**config.mk**
```make
export PLATFORM = sky130hd
export DESIGN_NAME = kbd_event_ctrl
export DESIGN_NICKNAME = d
export VERILOG_FILES = /design/src/rtl/kbd_pkg.sv /design/src/rtl/ps2_rx.sv /design/src/rtl/kbd_event_ctrl.sv
export SDC_FILE = /design/constraint.sdc
export NUM_CORES = 1
export LEC_CHECK = 0
export ABC_AREA = 1
export CORE_ASPECT_RATIO = 1.2
export CORE_MARGIN = 2
export CORE_UTILIZATION = 36
export CTS_CLUSTER_SIZE = 10
export DETAILED_ROUTE_END_ITERATION = 10
export PLACE_DENSITY = 0.61
export SYNTH_ARGS = -nofsm -noshare
export SYNTH_HDL_FRONTEND = slang
export SYNTH_HIERARCHICAL = 1
export SYNTH_SLANG_ARGS = --single-unit
```
**constraint.sdc**
```tcl
create_clock -name clk -period 3.6 [get_ports clk]
set_input_delay 1.08 -clock clk [delete_from_list [all_inputs] [get_ports clk]]
set_output_delay 1.08 -clock clk [all_outputs]
set_load 0.03 [all_outputs]
```
**src/rtl/kbd_pkg.sv**
```systemverilog
// rtl/kbd_pkg.sv - shared scancode constants, parser states and event type
package kbd_pkg;

  localparam logic [7:0] SC_EXT        = 8'hE0;
  localparam logic [7:0] SC_BRK        = 8'hF0;
  localparam logic [7:0] SC_PAUSE      = 8'hE1;
  localparam logic [7:0] SC_FAKE_SHIFT = 8'h12;

  // Bytes that follow E1 in the Pause sequence, all swallowed
  localparam logic [2:0] PAUSE_SKIP = 3'd7;

  typedef enum logic [2:0] {
    ST_IDLE,
    ST_EXT,
    ST_BRK,
    ST_EXT_BRK,
    ST_SKIP
  } parse_state_e;

  typedef struct packed {
    logic       ext;
    logic       brk;
    logic [7:0] code;
  } kbd_evt_t;

endpackage

```
**src/rtl/ps2_rx.sv**
```systemverilog
// rtl/ps2_rx.sv - PS/2 frame receiver: synchroniser, edge detect, parity/stop check, timeout
module ps2_rx #(
  parameter int TIMEOUT_CYC = 50000
) (
  input  logic       clk,
  input  logic       rst,
  input  logic       ps2_clk,
  input  logic       ps2_data,
  output logic       byte_valid,
  output logic [7:0] byte_data,
  output logic       frame_err
);

  localparam int TW = $clog2(TIMEOUT_CYC + 1) + 1;

  logic [1:0]    clk_sync_q, clk_sync_d;
  logic [1:0]    data_sync_q, data_sync_d;
  logic          clk_prev_q, clk_prev_d;
  logic          busy_q, busy_d;
  logic [3:0]    bit_cnt_q, bit_cnt_d;
  logic [8:0]    shift_q, shift_d;
  logic [TW-1:0] timer_q, timer_d;
  logic          byte_valid_q, byte_valid_d;
  logic [7:0]    byte_q, byte_d;
  logic          frame_err_q, frame_err_d;

  logic fall;
  logic bit_in;

  assign fall   = clk_prev_q & ~clk_sync_q[1];
  assign bit_in = data_sync_q[1];

  always_comb begin
    clk_sync_d   = {clk_sync_q[0], ps2_clk};
    data_sync_d  = {data_sync_q[0], ps2_data};
    clk_prev_d   = clk_sync_q[1];
    busy_d       = busy_q;
    bit_cnt_d    = bit_cnt_q;
    shift_d      = shift_q;
    timer_d      = timer_q;
    byte_valid_d = 1'b0;
    byte_d       = byte_q;
    frame_err_d  = 1'b0;

    if (fall) begin
      timer_d = '0;
      if (!busy_q) begin
        // A start bit of 1 is noise; stay idle
        if (!bit_in) begin
          busy_d    = 1'b1;
          bit_cnt_d = 4'd0;
        end
      end else if (bit_cnt_q == 4'd9) begin
        busy_d = 1'b0;
        byte_d = shift_q[7:0];
        if (bit_in && (^shift_q)) byte_valid_d = 1'b1;
        else                      frame_err_d  = 1'b1;
      end else begin
        // Data LSB first, then parity lands in shift_q[8]
        shift_d   = {bit_in, shift_q[8:1]};
        bit_cnt_d = bit_cnt_q + 4'd1;
      end
    end else if (busy_q) begin
      if (timer_q >= TW'(TIMEOUT_CYC)) begin
        busy_d  = 1'b0;
        timer_d = '0;
      end else begin
        timer_d = timer_q + TW'(1);
      end
    end
  end

  always_ff @(posedge clk) begin
    if (!rst) begin
      clk_sync_q   <= 2'b11;
      data_sync_q  <= 2'b11;
      clk_prev_q   <= 1'b1;
      busy_q       <= 1'b0;
      bit_cnt_q    <= 4'd0;
      shift_q      <= '0;
      timer_q      <= '0;
      byte_valid_q <= 1'b0;
      byte_q       <= '0;
      frame_err_q  <= 1'b0;
    end else begin
      clk_sync_q   <= clk_sync_d;
      data_sync_q  <= data_sync_d;
      clk_prev_q   <= clk_prev_d;
      busy_q       <= busy_d;
      bit_cnt_q    <= bit_cnt_d;
      shift_q      <= shift_d;
      timer_q      <= timer_d;
      byte_valid_q <= byte_valid_d;
      byte_q       <= byte_d;
      frame_err_q  <= frame_err_d;
    end
  end

  assign byte_valid = byte_valid_q;
  assign byte_data  = byte_q;
  assign frame_err  = frame_err_q;

endmodule

```
**src/rtl/kbd_event_ctrl.sv**
```systemverilog
// rtl/kbd_event_ctrl.sv - Set-2 prefix parser, held-key bitmap, press counter and event FIFO
module kbd_event_ctrl
  import kbd_pkg::*;
#(
  parameter int FIFO_DEPTH      = 8,
  parameter int CNT_W           = 8,
  parameter int SUPPRESS_REPEAT = 1,
  parameter int TIMEOUT_CYC     = 50000
) (
  input  logic             clk,
  input  logic             rst,
  input  logic             ps2_clk,
  input  logic             ps2_data,
  output logic             evt_valid,
  input  logic             evt_ready,
  output logic [7:0]       evt_code,
  output logic             evt_ext,
  output logic             evt_break,
  output logic [CNT_W-1:0] press_count,
  output logic             any_held,
  output logic             overflow,
  output logic             parity_err
);

  localparam int AW = $clog2(FIFO_DEPTH);

  logic       rx_valid;
  logic [7:0] rx_byte;
  logic       rx_err;

  ps2_rx #(
    .TIMEOUT_CYC(TIMEOUT_CYC)
  ) u_rx (
    .clk       (clk),
    .rst       (rst),
    .ps2_clk   (ps2_clk),
    .ps2_data  (ps2_data),
    .byte_valid(rx_valid),
    .byte_data (rx_byte),
    .frame_err (rx_err)
  );

  parse_state_e     state_q, state_d;
  logic [2:0]       skip_q, skip_d;
  logic [511:0]     held_q, held_d;
  logic [CNT_W-1:0] cnt_q, cnt_d;
  logic             overflow_q, overflow_d;
  logic             perr_q, perr_d;
  logic [AW:0]      wr_ptr_q, wr_ptr_d;
  logic [AW:0]      rd_ptr_q, rd_ptr_d;
  kbd_evt_t         last_q, last_d;
  kbd_evt_t         mem_q [FIFO_DEPTH];

  logic     dec_valid, dec_ext, dec_brk;
  logic     push, wr_en, pop, full, empty;
  logic [8:0] idx;
  kbd_evt_t push_evt, head;

  always_comb begin
    state_d   = state_q;
    skip_d    = skip_q;
    dec_valid = 1'b0;
    dec_ext   = 1'b0;
    dec_brk   = 1'b0;
    if (rx_valid) begin
      case (state_q)
        ST_IDLE: begin
          if (rx_byte == SC_EXT)        state_d = ST_EXT;
          else if (rx_byte == SC_BRK)   state_d = ST_BRK;
          else if (rx_byte == SC_PAUSE) begin
            state_d = ST_SKIP;
            skip_d  = PAUSE_SKIP;
          end else dec_valid = 1'b1;
        end
        ST_EXT: begin
          if (rx_byte == SC_BRK) state_d = ST_EXT_BRK;
          else if (rx_byte == SC_EXT || rx_byte == SC_PAUSE) state_d = ST_EXT;
          else begin
            state_d   = ST_IDLE;
            dec_valid = (rx_byte != SC_FAKE_SHIFT);
            dec_ext   = 1'b1;
          end
        end
        ST_BRK: begin
          state_d   = ST_IDLE;
          dec_valid = 1'b1;
          dec_brk   = 1'b1;
        end
        ST_EXT_BRK: begin
          state_d   = ST_IDLE;
          dec_valid = (rx_byte != SC_FAKE_SHIFT);
          dec_ext   = 1'b1;
          dec_brk   = 1'b1;
        end
        ST_SKIP: begin
          skip_d = skip_q - 3'd1;
          if (skip_q == 3'd1) state_d = ST_IDLE;
        end
        default: state_d = ST_IDLE;
      endcase
    end
  end

  assign idx      = {dec_ext, rx_byte};
  assign push_evt = '{ext: dec_ext, brk: dec_brk, code: rx_byte};

  // Bitmap and counter follow every accepted event, even one the FIFO drops
  always_comb begin
    held_d = held_q;
    cnt_d  = cnt_q;
    push   = 1'b0;
    if (dec_valid) begin
      if (dec_brk) begin
        held_d[idx] = 1'b0;
        push        = 1'b1;
      end else if (!((SUPPRESS_REPEAT != 0) && held_q[idx])) begin
        held_d[idx] = 1'b1;
        cnt_d       = cnt_q + CNT_W'(1);
        push        = 1'b1;
      end
    end
  end

  assign empty = (wr_ptr_q == rd_ptr_q);
  assign full  = (wr_ptr_q[AW] != rd_ptr_q[AW]) &&
                 (wr_ptr_q[AW-1:0] == rd_ptr_q[AW-1:0]);
  assign head  = mem_q[rd_ptr_q[AW-1:0]];
  assign pop   = !empty && evt_ready;
  assign wr_en = push && (!full || pop);

  always_comb begin
    wr_ptr_d   = wr_ptr_q + {{AW{1'b0}}, wr_en};
    rd_ptr_d   = rd_ptr_q + {{AW{1'b0}}, pop};
    last_d     = pop ? head : last_q;
    overflow_d = overflow_q | (push && full && !pop);
    perr_d     = perr_q | rx_err;
  end

  always_ff @(posedge clk) begin
    if (!rst) begin
      state_q    <= ST_IDLE;
      skip_q     <= 3'd0;
      held_q     <= '0;
      cnt_q      <= '0;
      overflow_q <= 1'b0;
      perr_q     <= 1'b0;
      wr_ptr_q   <= '0;
      rd_ptr_q   <= '0;
      last_q     <= '0;
    end else begin
      state_q    <= state_d;
      skip_q     <= skip_d;
      held_q     <= held_d;
      cnt_q      <= cnt_d;
      overflow_q <= overflow_d;
      perr_q     <= perr_d;
      wr_ptr_q   <= wr_ptr_d;
      rd_ptr_q   <= rd_ptr_d;
      last_q     <= last_d;
    end
  end

  always_ff @(posedge clk) begin
    if (!rst) begin
      for (int i = 0; i < FIFO_DEPTH; i++) mem_q[i] <= '0;
    end else if (wr_en) begin
      mem_q[wr_ptr_q[AW-1:0]] <= push_evt;
    end
  end

  // When empty, the outputs keep showing the most recently popped event
  assign evt_valid   = !empty;
  assign evt_code    = empty ? last_q.code : head.code;
  assign evt_ext     = empty ? last_q.ext  : head.ext;
  assign evt_break   = empty ? last_q.brk  : head.brk;
  assign press_count = cnt_q;
  assign any_held    = |held_q;
  assign overflow    = overflow_q;
  assign parity_err  = perr_q;

endmodule

```
# Yosys cells after proc, flatten, opt, wreduce, memory -nomap -nowiden
# Memory sizes are Yosys's and may differ from the RTL's. A register that Yosys moved wholly into a read port is not among the register bits.
# Cells that the tools add are included.
# W data, S select, Z words.
classes:
  mux: 56
  n_reduce_logical: 27
  n_eq_ne: 21
  magnitude_cmp: 3
  bitwise_logic: 11
  add_sub_neg: 6
ops:
  columns: ["cell", "count"]
  rows:
  - ["$mux W512", 2]
  - ["$and A512 B512 Y512", 1]
  - ["$not A512 Y512", 1]
  - ["$or A512 B512 Y512", 1]
  - ["$reduce_or A512 Y1", 1]
  - ["$mux W1", 32]
  - ["$mux W3", 9]
  - ["$eq A8 B8 Y1 const B", 3]
  - ["$add A17 B1 Y17 const B", 1]
  - ["$ge A17 B16 Y1 const B", 1]
  - ["$mux W17", 1]
  - ["$reduce_and A3 Y1", 5]
  - ["$ne A2 B2 Y1 const B", 7]
  - ["$mux W4", 3]
  - ["$lt A9 B10 Y1 const B", 1]
  - ["$mux W10", 1]
  - ["$reduce_or A10 Y1", 1]
  - ["$bmux W1 S9", 1]
  - ["$demux W1 S9", 1]
  - ["$ge A9 B1 Y1 const B", 1]
  - ["$pmux W3 S3", 1]
  - ["$reduce_xor A9 Y1", 1]
  - ["$add A4 B1 Y4", 2]
  - ["$add A8 B1 Y8 const B", 1]
  - ["28 further kinds", 45]
word_totals:
  mem_count: 1
  out_inout_bits: 22
  word_cells: 146
  ramBits: 80
  in_bits: 5
  regBits: 592
mem_list:
  columns: ["name", "depth", "width", "read_ports", "rd_clocked_by_memory_dff", "write_ports", "line", "rtl"]
  rows:
  - ["mem_q", 8, 10, 1, 1, 8, "kbd_event_ctrl.sv:52", "kbd_evt_t mem_q [FIFO_DEPTH];"]

# Logic depth before layout (Yosys ltp)
# Gate-level depths: netlist of run 1.
logic_depth:
  depth_word: 17
  ltp_mapped: 25
  mapped_depth_nobuf: 21

# Cells and area by module
# Netlist of run 1, hierarchy kept.
modules_own_cells:
  columns: ["module", "instances", "cells_per_inst", "seq_area_each_um2", "area_each_um2"]
  rows:
  - ["kbd_event_ctrl", 1, 5874, 13332.8, 36874.1]
  - ["ps2_rx", 1, 283, 920.9, 2169.6]

# Least setup slack after synthesis of run 1
# No wires, ideal clock.
synth_path:
  path_type: "register to register"
  from: "reg u_rx.byte_q[2], in the netlist u_rx/byte_data[2]"
  to: "mem mem_q[6][0] in the netlist's numbering, enable pin"
  synth_period_minus_slack_ps: 3219
  arrival_ps: 2828
  setup_ps: 391
  path_buffers: 2
  t_required_ps: 3209
  path_stages_with_launch: 17
  path_slack_ps: 381
  path_cell_list: "dfxtp_1 > nor2_1 > buf_2 > nand2_1 > nor2_1 > nor2_1 > nand2_1 > o22ai_2 > inv_2 > nor2_2 > nand2_1 > nand2_1 > nor2_2 > nand3_2 > nand4_2 > buf_2 > o21ai_0"
synth_rtl:
  columns: ["element", "line", "rtl"]
  rows:
  - ["start, declared", "ps2_rx.sv:24", "logic [7:0] byte_q, byte_d;"]
  - ["start signal, assigned", "ps2_rx.sv:94", "byte_q <= byte_d;"]
  - ["end, declared", "kbd_event_ctrl.sv:52", null]

==> impl_summary.md, run 1 <==
Yosys
The mean area per synthesized cell is ~6.3 um2. After technology mapping, the gate count stands at 6157. The number of nets handed over by synthesis was approximately 6.2k. The share of async-settable or async-resettable flops after synthesis is 0%. The synthesized design contains 80 enable-type register cells. The netlist area before placement is ~0.039 mm2.

In this run, synthesis produced a sequential element count of 672. The top cell type by total area after synthesis is sky130_fd_sc_hd__dfxtp_1. The count of cell types in the netlist is 45. The fraction of synthesized cell area taken by the top area cell type is just over 30%.

The most used flip-flop cell after synthesis is sky130_fd_sc_hd__dfxtp_1. Summing the sequential cell areas from Yosys gives a little over a third of the chip area. By area the synthesized netlist is led by sky130_fd_sc_hd__dfxtp_1 (30%), sky130_fd_sc_hd__nand2_1 (13%), sky130_fd_sc_hd__nor2_1 (12%), sky130_fd_sc_hd__nand4_1 (7.7%), sky130_fd_sc_hd__nand3_1 (6.8%). During synthesis, Yosys emitted a total of 6 warnings.

Cells and area
Cells fill 41.01% of the core in the end. After the flow finishes, the layout carries non-filler instances totaling approximately 7.4k. The finished cells cover around 0.044 mm2. The layout has 11.17k filler cells.

The area growth from synthesis to layout is 13.11%. After the last flow step, the layout net total stands at about 6k. The most common cell after layout, fill and taps aside is sky130_fd_sc_hd__nand2_1. In the final layout, the share of cells above drive strength 1 is 8.078%. The repair_antennas step left the layout with diodes totalling 0. The top cell types in the final layout, fill and taps aside, are sky130_fd_sc_hd__nand2_1 (1371), sky130_fd_sc_hd__nor2_1 (1292), sky130_fd_sc_hd__dfxtp_1 (584).

Timing
Across all setup checks in the final design, the least slack found is -0.2850 ns. At the pin with the least slew margin, the transition time is 1.082 ns. The time the final worst path needs with I/O delays and setup is 3.885 ns.

Setup repair after global routing could not meet its margin everywhere. The relative max-transition margin is 27.86%. The final hold violation count is 0. Between clock sinks in the finished design, the worst skew comes to a little under 0.02 ns. The final total negative setup slack is -0.2850 ns. The number of slew-limit violations in the final report is 0. Setup violations remaining at the end of the flow were counted as 1.

The highest clock rate is 257.4 MHz. The share of the cycle needed by the critical path after routing is 107.9%.

Die
Once the floorplan was initialized, standard cells occupied 36.26% of the core. The die is 364.8 um tall. The die span in x is 304.6 um.

The die area is 0.1111 mm2. The core region is 0.1077 mm2. The I/O pin count is 27. The floorplan has around 130 rows.

Worst setup path
STA puts the critical path data required time at 2.52 ns. The slack of the worst reg-to-reg path is roughly 0.13 ns. The maximum fanout along the worst path is 3. The path depth of the worst reg2reg path is 19. The startpoint kind of the worst setup timing path is a register. The kind of critical path is reg -> out.

Data on the critical path arrives at its endpoint at 2.80 ns. The endpoint type of the worst setup path is a primary output.

Pwr
In this run the power density over the cells is 350.3 mW/mm2. The largest vdd supply drop is just over 0.3 mV. The analysis attributes to cell leakage a power of between 15 and 20 nW. After layout, the design draws a total of 0.01547 W.

Detailed routing
The first detailed-routing pass took 8 iterations. In the routed design, unresolved DRC markers number 0. In the final routed layout, each cell accounts on average for 19.86 um. The via count is 42.45k. The count of nets left with antenna violations once routing finished came out at 0. Using the TritonRoute via totals, the vias-per-cell ratio works out to 5.728.

In this run, the number of DRC markers left after iteration 0 of detailed routing was 4456. For this block, the routed nets add up to 147200 um of wire.

Clocking
The TritonCTS buffer count is 79. The maximum level of the CTS H-tree is 3. The CTS tree is built.

At the later pin of the worst-skew pair, clock insertion delay measures 0.66 ns. The count of hold-fix buffers inserted at cts is 0. The clock sink total is about 670. The clock passes through at most 3 buffers. The cell sitting at the root of the clock tree is a sky130_fd_sc_hd__clkbuf_16. The clock slew seen by the registers of the worst setup and hold paths is 0.06 ns.

Worst hold path
The hold-critical path depth is 1. The path class of the tightest hold or removal check is reg -> reg.

Job
Max-cap violations in this run came to 0.

Placed design
Counting tap cells, the placed design contains a total of 7280 instances. Summing all placed instances gives a cell area of 0.04123 mm2. At the end of routability-driven placement, the weighted congestion stood at 0.8805.

The number of buffers inserted by port buffering is 26. The detailed placement HPWL is 84180 um.

Global routing
The via count of the first global-routing pass came to 39.02k. After global routing the overflow that remains totals 0. Across every metal layer, demand over resource in global routing totals 25.22%. The pin count of the biggest net entering global routing is between 150 and 200.

The initial antenna violation count is 1. The first global-routing pass estimated between 200000 and 250000 um of wire.

Run status
The run finished, with violations left. The checks that failed: negative setup slack.
==> critical path, cell delays in order, from the launching register on <==
cell and delay, ns:
sky130_fd_sc_hd__dfxtp_1 0.34, sky130_fd_sc_hd__nor4_1 0.29, sky130_fd_sc_hd__buf_4 0.16, sky130_fd_sc_hd__nand4_1 0.19
sky130_fd_sc_hd__nor4_2 0.30, sky130_fd_sc_hd__buf_4 0.17, sky130_fd_sc_hd__nand4_1 0.22, sky130_fd_sc_hd__or2_4 0.33
sky130_fd_sc_hd__buf_6 0.14
==> stage by stage <==
| stage | setup WS [ns] | hold slack [ns] |
|---|---|---|
| floorplan | 0.3813 | 0.3925 |
| global placement | 0.06879 | 0.3963 |
| detailed placement | 0.06922 | 0.4002 |
| CTS | -0.2971 | 0.4133 |
| global route | -0.3309 | 0.4327 |
| finish | -0.2850 | 0.4121 |
==> area by class of cell <==
| class | instances | area (um2) | area share, % |
|---|---|---|---|
| Sequential cell | 672 | 14270 | 32.31 |
| Clock buffer | 107 | 2207 | 4.998 |
| Inverter | 242 | 933.4 | 2.113 |
| Tap cell | 1407 | 1760 | 3.986 |
| Timing Repair Buffer | 274 | 3187 | 7.216 |
| Clock inverter | 7 | 71.32 | 0.1615 |
| Multi-Input combinational cell | 4702 | 21740 | 49.22 |
==> worst paths after layout <==
kind                      start                  to
max                    register            any_held
min          u_rx/clk_sync_q[0]  u_rx/clk_sync_q[1]
max reg2reg   u_rx/byte_data[4]         wr_ptr_q[2]
min reg2reg  u_rx/clk_sync_q[0]  u_rx/clk_sync_q[1]
==> routing by layer <==
layer / up-vias / track usage, % / share of wire, %
met5: - / 0 / 0.010
met4: 2 / 14.13 / 5.7
met3: 451 / 3.421 / 7.8
met2: 1820 / 42.09 / 46
met1: 19948 / 31.39 / 40
li1: 20227 / - / -
==> report_power, final <==
group / internal, W / switching, W
logic: 0.0000529 / 0.000179
registers: 0.00761 / 0.0000131
clock network: 0.00430 / 0.00332
total: 0.0120 / 0.00351
==> cell families after synthesis <==
logic type	after synthesis	share of synthesized area (%)
flip-flops	672	36.51
adder cells (fa/ha/maj)	11	0.3525
buffers and inverters	784	8.826
AND/OR/NAND/NOR	3955	44.32
AO/OA/AOI/OAI	705	9.319
XOR/XNOR	30	0.6730
==> synth_stat cells, types with 11 or more instances <==
cell type and n:
sky130_fd_sc_hd__nor2_2 15, sky130_fd_sc_hd__nor2_1 1298, sky130_fd_sc_hd__o21ai_0 146, sky130_fd_sc_hd__buf_6 36, sky130_fd_sc_hd__o21ai_1 43, sky130_fd_sc_hd__nand2_1 1388
sky130_fd_sc_hd__nor4_1 134, sky130_fd_sc_hd__buf_4 25, sky130_fd_sc_hd__nand3_1 529, sky130_fd_sc_hd__inv_1 226, sky130_fd_sc_hd__edfxtp_1 80, sky130_fd_sc_hd__xor2_1 18
sky130_fd_sc_hd__a21oi_1 471, sky130_fd_sc_hd__clkbuf_1 344, sky130_fd_sc_hd__nand4_1 481, sky130_fd_sc_hd__dfxtp_1 592, sky130_fd_sc_hd__ha_1 11, sky130_fd_sc_hd__buf_2 109
sky130_fd_sc_hd__nor3_1 84, sky130_fd_sc_hd__xnor2_1 12, sky130_fd_sc_hd__buf_1 28
==> what timing repair did <==
item / CTS / global route
hold endpoints to repair: 0 / 0
gates resized for setup: 51 / 74
gates cloned: 0 / 9
pin swaps: 9 / 10
buffers inserted: 1 / 7
setup endpoints to repair: 12 / 592
(Power assumes the default switching activity.)
==> inputs of run 2 (changes only) <==
==> constraint.sdc (replaced) <==
create_clock -name clk -period 4.25 [get_ports clk]
set_input_delay 1.275 -clock clk [delete_from_list [all_inputs] [get_ports clk]]
set_output_delay 1.275 -clock clk [all_outputs]
set_load 0.03 [all_outputs]
==> run 2 against run 1 <==
The run now ends clean. Worst hold slack gained 0.0050 ns. Sequential power is 15% lower. Die area unchanged. Via count fell by 1.5%. Final cell count shrank 1.4%. Critical path type unchanged. Highest routed layer is now met4.
==> impl_summary.md, run 2 (synthesis gave the netlist of run 1 again) <==
Timing
The clock skew is 0.03875 ns (+0.01901 ns). The worst path uses between 90% and 100% of the clock period. The transition time at the pin with the least slew margin was 1.131 ns (+0.04935 ns).

The time the final worst path needs with I/O delays and setup is approximately 4.2 ns. The final-report setup violation count is 0 (-1). The relative max-transition margin came to 24.57% (-3.3 points). The number of slew-limit violations in the final report was 0 (unchanged). For this run, the top clock speed supported by timing is 237.1 MHz. Setup repair after global routing left no endpoint under its margin. The final hold violation count is 0 (unchanged).

Clocking
The root buffer cell chosen for the clock tree is sky130_fd_sc_hd__clkbuf_16. The clock sink total is 672 (unchanged). The post-CTS setup-driven buffer insertion count is 0 (-1). The clock insertion delay at the later pin of the skew report is 0.66 ns (about the same). The maximum clock path buffer count was 3 (unchanged). The TritonCTS buffer count was 80 (+1.3%). The clock slew seen by the registers of the worst setup and hold paths is 0.05 ns (about the same).

The CTS tree is built. The maximum level of the CTS H-tree is 3 (unchanged). The count of hold-fix buffers inserted at cts is 0 (unchanged).

Detailed routing
The via count is 41.80k (-1.5%). The iteration count of the initial detailed-routing pass is 6 (-2). The detailed router's first-iteration violation count is 3970 (-11%). The number of remaining DRC errors is 0 (unchanged).

The overall routed net length is 142300 um (-3.4%). The detailed-route vias per instance is 5.723 (about the same). The post-detailed-route wirelength per cell is 19.48 um (-1.9%). The number of antenna-violating nets in the routed design is 0 (unchanged).

Worst hold path
The worst hold path begins at u_rx/data_sync_q[0]. The tightest min-delay check is of the reg -> reg type.

Placed design
The placed standard-cell area is 0.04013 mm2 (-2.7%). The detailed placement HPWL came to 78430 um (-6.8%). The placed instance count is 7183 (-1.3%). The number of buffers inserted by port buffering is 26 (unchanged). The placer's final routability congestion estimate is 0.8572 (-2.6%).

Job
The number of maximum-capacitance constraint violations was 0 (unchanged).

Worst setup path
The maximum fanout along the worst path is 3 (unchanged). The slack of the worst reg-to-reg path was 0.39 ns (+0.26 ns). By startpoint and endpoint, the worst setup path is classified as reg -> out. STA classifies the critical path startpoint as a register. The endpoint type of the worst setup path is a primary output. The required time at the worst-slack endpoint is 2.97 ns (+0.45 ns). The critical register-to-register path startpoint is u_rx/byte_data[1]. The arrival time at the worst endpoint is 2.94 ns (+0.14 ns).

Global routing
The total global routing overflow is 0 (unchanged). The global router's overall resource usage was 24.87% (-0.34 points). The met2 track demand over resource in global routing was 42.52% (+0.43 points). The global-route wire length before repair is 223000 um (-1.1%). The initial antenna violation count is 0 (-1). The routing usage on met1 was 31.28% (-0.11 points). The routing layer with the top usage in global route is met2. The pin count of the biggest net entering global routing was 172 (-9.9%). The fraction of met3 tracks used by global routing came to 2.946% (-0.48 points). The via count of the first global-routing pass is 38.94k (-0.19%).

Pwr
The power density normalized to cell area is 307.7 mW/mm2 (-12%). The sequential group share of total power is 49.3% (about the same). The clock network fraction of total power is 49.3% (about the same). The part of the total power dissipated in combinational logic is 1.4% (about the same).

The cell-internal power is 0.01013 W (-15%). The post-layout total power is 0.01311 W (-15%). The net switching power of the design is 0.002981 W (-15%). The leakage power total came to 14.87 nW (-4.3%). The switching power as a share of total power is 22.74% (+0.049 points). The largest vdd supply drop came to 0.2800 mV (-8.9%).

Die
The effective utilization at floorplan is 36.26% (unchanged). The die area was 0.1111 mm2 (unchanged). The I/O pin count is 27 (unchanged). The core footprint is 0.1077 mm2 (unchanged). The site row count is 132 (unchanged). The die span in x is 304.6 um (unchanged). The height of the chip is 364.8 um (unchanged).

Cells and area
The number of nets in the layout is 5874 (-1.9%). The post-route core utilization was 39.56% (-1.4 points). Compared with the post-synthesis result, the final layout area differs by 9.120%. The top cell types in the final layout, fill and taps aside, are sky130_fd_sc_hd__nand2_1 (1372), sky130_fd_sc_hd__nor2_1 (1296), sky130_fd_sc_hd__dfxtp_1 (590). The final standard cell count with taps included and fillers excluded is 7304 (-1.4%). The final instance area was 0.04260 mm2 (-3.5%). The share of post-route cells with drive strength above 1 is 5.699% (-2.4 points). The library cell used most frequently in the layout, excluding fill and tap cells, is sky130_fd_sc_hd__nand2_1.

Run status
The flow ran to the end, and the final reports show no timing, DRC or antenna violations.
==> run 2: final timing paths <==
kind                    endpoint  cells past startpoint
min          u_rx/data_sync_q[1]                      1
min reg2reg  u_rx/data_sync_q[1]                      1
max                     any_held                      7
max reg2reg          mem_q[4][6]                     18
==> run 2: critical path: stages (launching register included) <==
cell and delay, ns:
sky130_fd_sc_hd__dfxtp_1 0.32, sky130_fd_sc_hd__nor4_1 0.40, sky130_fd_sc_hd__nand4_1 0.40, sky130_fd_sc_hd__nor4_4 0.36
sky130_fd_sc_hd__buf_4 0.18, sky130_fd_sc_hd__nand4_1 0.08, sky130_fd_sc_hd__or2_2 0.35, sky130_fd_sc_hd__buf_2 0.19
==> run 2: through the flow <==
step / hold WS [ns] / setup WS (ns) / setup TNS [ns]
floorplan: 0.3925 / 1.031 / 0
global placement: 0.3987 / -0.06530 / -0.06530
detailed placement: 0.4080 / -0.1063 / -0.1063
CTS: 0.4204 / 0.02044 / 0
global route: 0.4318 / 0.0007061 / 0
finish: 0.4171 / 0.03169 / 0
==> run 2: layer usage <==
layer	routed length [um]	share of wire, %	up-vias
li1	-	-	20000
met1	58410	41	19818
met2	66690	47	1606
met3	10670	7.5	380
met4	6494	4.6	0
met5	0	0	-
==> run 2: power by group through the flow <==
stage / registers [W] / logic [W] / clock network [W]
6_report: 0.00646 / 0.000188 / 0.00646
5_1_grt: 0.00646 / 0.000198 / 0.00678
4_1_cts: 0.00646 / 0.000187 / 0.00655
3_5_place_dp: 0.00660 / 0.000186 / 0
3_3_place_gp: 0.00660 / 0.000185 / 0
2_1_floorplan: 0.00660 / 0.000108 / 0
==> run 2: cell type report <==
| type | count | area (um2) |
|---|---|---|
| Clock inverter | 5 | 40.04 |
| Fill cell | 11352 | 65080 |
| Inverter | 242 | 934.6 |
| Tap cell | 1407 | 1760 |
| Multi-Input combinational cell | 4701 | 21610 |
| Clock buffer | 115 | 2257 |
| Sequential cell | 672 | 14260 |
| Timing Repair Buffer | 161 | 1745 |
| Antenna cell | 1 | 2.502 |
==> run 2: repair_timing <==
action | CTS | global route
setup endpoints to repair | 11 | 9
pin swaps | 10 | 2
cloned | 0 | 0
hold endpoints to repair | 0 | 0
gates resized for setup | 29 | 13
